**src/rtl/div_ctrl_pkg.sv**
```systemverilog
// Shared definitions for the divider: state encodings, result/control constants
// and the stall-bus shape the pipeline uses alongside them.
package div_ctrl_pkg;

    typedef enum logic [1:0] {
        IDLE    = 2'b00,
        BY_ZERO = 2'b01,
        ON      = 2'b10,
        END     = 2'b11
    } div_state_t;

    localparam logic [63:0] DIV_RESULT_ZERO = 64'h0;
    localparam int          DIV_ITERATIONS  = 32;

    localparam logic DIV_START     = 1'b1;
    localparam logic DIV_STOP      = 1'b0;
    localparam logic DIV_READY     = 1'b1;
    localparam logic DIV_NOT_READY = 1'b0;

    localparam int         STALL_BUS_W = 6;
    localparam logic [5:0] STALL_NONE  = 6'b000000;

    // Magnitude of a 32-bit operand; unsigned operands pass through untouched.
    function automatic logic [31:0] abs_if(input logic is_signed, input logic [31:0] v);
        return (is_signed && v[31]) ? -v : v;
    endfunction

endpackage

```
**src/rtl/div_step.sv**
```systemverilog
// One restoring shift-subtract iteration on the {remainder[32:0], quotient[31:0]} register.
module div_step (
    input  logic [64:0] acc,
    input  logic [31:0] divisor,
    output logic [64:0] acc_next
);

    logic [33:0] shifted;
    logic [33:0] diff;

    // diff[33] is the borrow: the shifted partial remainder is below the divisor.
    assign shifted  = {acc[64:32], acc[31]};
    assign diff     = shifted - {2'b00, divisor};
    assign acc_next = diff[33] ? {shifted[32:0], acc[30:0], 1'b0}
                               : {diff[32:0],    acc[30:0], 1'b1};

endmodule

```
**src/rtl/div_ctrl.sv**
```systemverilog
// Multi-cycle 32-bit divider controller: operand capture, 32 restoring steps,
// sign fix-up, and the result/ready handshake back to EX.
module div_ctrl
    import div_ctrl_pkg::*;
(
    input  logic        clk,
    input  logic        rst,
    input  logic        signed_div_i,
    input  logic [31:0] opdata1_i,
    input  logic [31:0] opdata2_i,
    input  logic        start_i,
    input  logic        annul_i,
    output logic [63:0] result_o,
    output logic        ready_o,
    output logic        stallreq_o,
    output div_state_t  state
);

    logic [5:0]  cnt;
    logic [64:0] acc;
    logic [31:0] divisor;
    logic        sign_a;
    logic        sign_b;
    logic        is_signed;
    logic [64:0] acc_step;
    logic [31:0] quo_fix;
    logic [31:0] rem_fix;

    div_step u_step (
        .acc      (acc),
        .divisor  (divisor),
        .acc_next (acc_step)
    );

    // Sign fix-up is applied to the output of the final step as END is entered.
    assign quo_fix = (is_signed && (sign_a ^ sign_b)) ? -acc_step[31:0]  : acc_step[31:0];
    assign rem_fix = (is_signed && sign_a)            ? -acc_step[63:32] : acc_step[63:32];

    assign stallreq_o = ~rst & (((state == IDLE) & start_i & ~annul_i)
                                | (state == BY_ZERO) | (state == ON));

    always_ff @(posedge clk or posedge rst) begin
        if (rst) begin
            state     <= IDLE;
            cnt       <= 6'd0;
            acc       <= 65'd0;
            divisor   <= 32'd0;
            sign_a    <= 1'b0;
            sign_b    <= 1'b0;
            is_signed <= 1'b0;
            result_o  <= DIV_RESULT_ZERO;
            ready_o   <= DIV_NOT_READY;
        end else begin
            case (state)
                IDLE: begin
                    result_o <= DIV_RESULT_ZERO;
                    ready_o  <= DIV_NOT_READY;
                    if (start_i == DIV_START && !annul_i) begin
                        if (opdata2_i == 32'd0) begin
                            state <= BY_ZERO;
                        end else begin
                            state     <= ON;
                            cnt       <= 6'd0;
                            acc       <= {33'd0, abs_if(signed_div_i, opdata1_i)};
                            divisor   <= abs_if(signed_div_i, opdata2_i);
                            sign_a    <= opdata1_i[31];
                            sign_b    <= opdata2_i[31];
                            is_signed <= signed_div_i;
                        end
                    end
                end
                BY_ZERO: begin
                    acc   <= {1'b0, DIV_RESULT_ZERO};
                    state <= END;
                end
                ON: begin
                    if (annul_i) begin
                        state <= IDLE;
                    end else begin
                        cnt <= cnt + 6'd1;
                        if (cnt == 6'(DIV_ITERATIONS - 1)) begin
                            acc   <= {1'b0, rem_fix, quo_fix};
                            state <= END;
                        end else begin
                            acc <= acc_step;
                        end
                    end
                end
                END: begin
                    if (start_i == DIV_START) begin
                        ready_o  <= DIV_READY;
                        result_o <= acc[63:0];
                    end else begin
                        state    <= IDLE;
                        ready_o  <= DIV_NOT_READY;
                        result_o <= DIV_RESULT_ZERO;
                    end
                end
                default: state <= IDLE;
            endcase
        end
    end

endmodule

```
**config.mk**
```make
export PLATFORM = sky130hd
export DESIGN_NAME = div_ctrl
export DESIGN_NICKNAME = d
export VERILOG_FILES = /design/src/rtl/div_ctrl_pkg.sv /design/src/rtl/div_step.sv /design/src/rtl/div_ctrl.sv
export SDC_FILE = /design/constraint.sdc
export NUM_CORES = 1
export LEC_CHECK = 0
export BUFFER_PORTS_ARGS = -buffer_cell sky130_fd_sc_hd__clkbuf_2
export CAP_MARGIN = 30
export CORE_MARGIN = 2
export CORE_UTILIZATION = 31
export DETAILED_ROUTE_END_ITERATION = 6
export PLACE_DENSITY_LB_ADDON = 0.05
export SLEW_MARGIN = 20
export SYNTH_ARGS = -nofsm -noshare
export SYNTH_HDL_FRONTEND = slang
export SYNTH_SLANG_ARGS = --single-unit
```
**constraint.sdc**
```tcl
create_clock -name clk -period 16.2 [get_ports clk]
set_clock_uncertainty 0.1 [all_clocks]
set_input_delay 2.43 -clock clk [delete_from_list [all_inputs] [get_ports clk]]
set_output_delay 2.43 -clock clk [all_outputs]
set_load 0.02 [all_outputs]
```
==> impl_metrics.json <==
{
  "grt-busiest-layer": "met1",
  "synth_fp_nets": 1508,
  "final_common_cell": "dfrtp_1",
  "groute.layer.met3.usage": 0.0250,
  "hold_viol_final": 0,
  "ff_latch_area_um2": 4330,
  "drive_above_1_share": 0.145,
  "diodes": 0,
  "dp_hpwl_um": 27200,
  "drv_cap": 0,
  "p_leak_nw": 6.07,
  "rsz0062_at_grt": "no",
  "layout.cells.non_filler": 2017,
  "met1_usage": 0.290,
  "ir_worst_vdd_uv": 91.5,
  "gr-usage-all-layers": 0.188,
  "cts-hold-fix-buffers": 0,
  "end_kind": "flip-flop",
  "die_h_um": 200,
  "ys_async_sr_fraction": 1.00,
  "utilization": 0.365,
  "period_share": 0.387,
  "ys_types": 76,
  "grt_pass1_vias": 9988,
  "syn_inst": 1396,
  "syn_area_per_cell_um2": 8.50,
  "synth_ff_type": "dfrtp_1",
  "firstDrtPassIters": 4,
  "outcome": "complete, no violations",
  "p_per_area_nw_per_um2": 143,
  "fp.dieW_um": 200,
  "synth_edf_count": 0,
  "path_max_fanout": 77,
  "synth_seq_cells": 173,
  "grt_start_max_net_pins": 103,
  "cts_root_buf": "clkbuf_16",
  "crit_arrival_ps": 6510,
  "dieArea_um2": 39900,
  "grt_pass1_wl_um": 58100,
  "htree_levels": 4,
  "ios": 137,
  "postLayoutCellArea_um2": 13700,
  "insertion_delay_ps": 450,
  "required_ps": 16440,
  "antenna_found_initial": 1,
  "maxSlewHeadroom": 0.352,
  "core-area_um2": 37700,
  "syn2layout_area_growth_pct": 15.7,
  "start_util": 0.315,
  "drt_wl_total_um": 36800,
  "drc": 0,
  "gp_congestion": 0.826,
  "overflow": 0,
  "routed-via-count": 10300,
  "startpoint_type": "primary input",
  "ant_nets": 0,
  "nets": 1605,
  "num_rows": 71,
  "drt_iter0_drc": 567,
  "crit_type": "in2reg",
  "postCtsSetupRepairBufs": 0,
  "numPortBuffers": 136,
  "cts_tree": "done",
  "wl_per_cell_um": 18.3,
  "numCtsBuffers": 17,
  "clk_pin_slew_ps": 80,
  "cts.repair.resized": 0,
  "clock_sinks": 173,
  "yosys_warnings": 0,
  "max_freq_mhz": 159,
  "tns_ps": 0,
  "cts_buffer_depth": 2,
  "setup_viol": 0,
  "synth_area_um2": 11900,
  "final_cell_mix": "173 x dfrtp_1, 152 x nand2_1, 136 x clkbuf_2",
  "seq_area_frac_synth": 0.365,
  "worst_pin_slew_ps": 970,
  "placed_area_um2": 13000,
  "multiInputGateArea_um2": 7050,
  "drv_slew": 0,
  "fill_cells": 3958,
  "vias_per_cell": 5.12,
  "dp_cells": 1982,
  "holdWs_ps": 394,
  "hp-class": "reg2reg",
  "period_needed_ps": 6270,
  "grt.met2_usage": 0.273
}
per-stage QoR:
stage               worst slack, ps  power [W]
finish                         9930    0.00196
global placement               9290    0.00149
global route                   9570    0.00211
detailed placement             9130    0.00150
floorplan                      8980    0.00123
CTS                            9620    0.00198
path summary, 6_finish.rpt:
| path | depth (start not counted) | endpoint | startpoint | slack [ps] |
|---|---|---|---|---|
| worst max-delay path | 14 | acc[9] | opdata2_i[17] | 9930 |
| worst min-delay path | 1 | ready_o | ready_o | 390 |
| min in group asynchronous | 2 | cnt[3] | rst | 1910 |
| worst max register to register | 20 | acc[58] | acc[39] | 10160 |
| worst min register to register | 1 | ready_o | ready_o | 390 |
| max in group asynchronous | 5 | acc[34] | rst | 12310 |
power breakdown:
part	internal [W]	total (W)	switching [W]	leakage (nW)
Sequential	0.000529	0.000620	0.0000908	2.29
Combinational	0.000288	0.000871	0.000583	3.46
Clock	0.000265	0.000469	0.000204	0.309
worst max-delay path, cell delays in order:
cell	delay, ps
clkbuf_2	120
or4_1	570
nor4_1	280
nand2b_1	160
nor4b_1	420
nand2_1	150
nor4_2	610
o21ai_1	210
nor2b_1	220
o21bai_4	280
buf_4	360
buf_16	310
nor3_1	90
a221o_1	280
synth_stat cells (14+ instances only):
master | number | area, um^2
buf_2 | 19 | 95.1
clkbuf_1 | 48 | 180
nor3_1 | 39 | 195
ha_1 | 42 | 526
nor2_1 | 117 | 439
nor4_1 | 15 | 93.8
dfrtp_1 | 173 | 4330
a21oi_1 | 122 | 611
inv_1 | 59 | 221
xnor2_1 | 79 | 692
o31ai_1 | 32 | 240
nand2_1 | 152 | 571
a22o_1 | 78 | 683
o21ai_0 | 106 | 531
xor2_1 | 66 | 578
mux2i_1 | 14 | 140
a31oi_1 | 20 | 125
nand3_1 | 20 | 100
state kept, by name, indices dropped and copies added, names as in the netlist:
signal and cells:
sign_a 1, is_signed 1, result_o 64, state 2, cnt 6, acc 65
sign_b 1, divisor 32, ready_o 1
layout make-up:
type                       count  area share
clock buffer                  17      0.0310
clock inverter                15      0.0162
inverter                      59      0.0165
multi-input combinational   1091       0.513
sequential                   173       0.315
tap                          511      0.0466
timing repair buffer         151      0.0610
logic make-up after synthesis:
family / count (synthesis) / share of synthesized area
buf+inv: 132 / 0.0445
xor+xnor: 145 / 0.107
compound gates: 452 / 0.249
mux: 21 / 0.0194
simple gates: 430 / 0.170
fa+ha+maj: 43 / 0.0460
flops: 173 / 0.365
per-layer routing:
metal / vias to the layer above / routed length [um]
li1: 5224 / -
met1: 4918 / 19800
met2: 158 / 15400
met3: 19 / 1180
met4: 0 / 427
met5: - / 0
(Power assumes the default switching activity.)
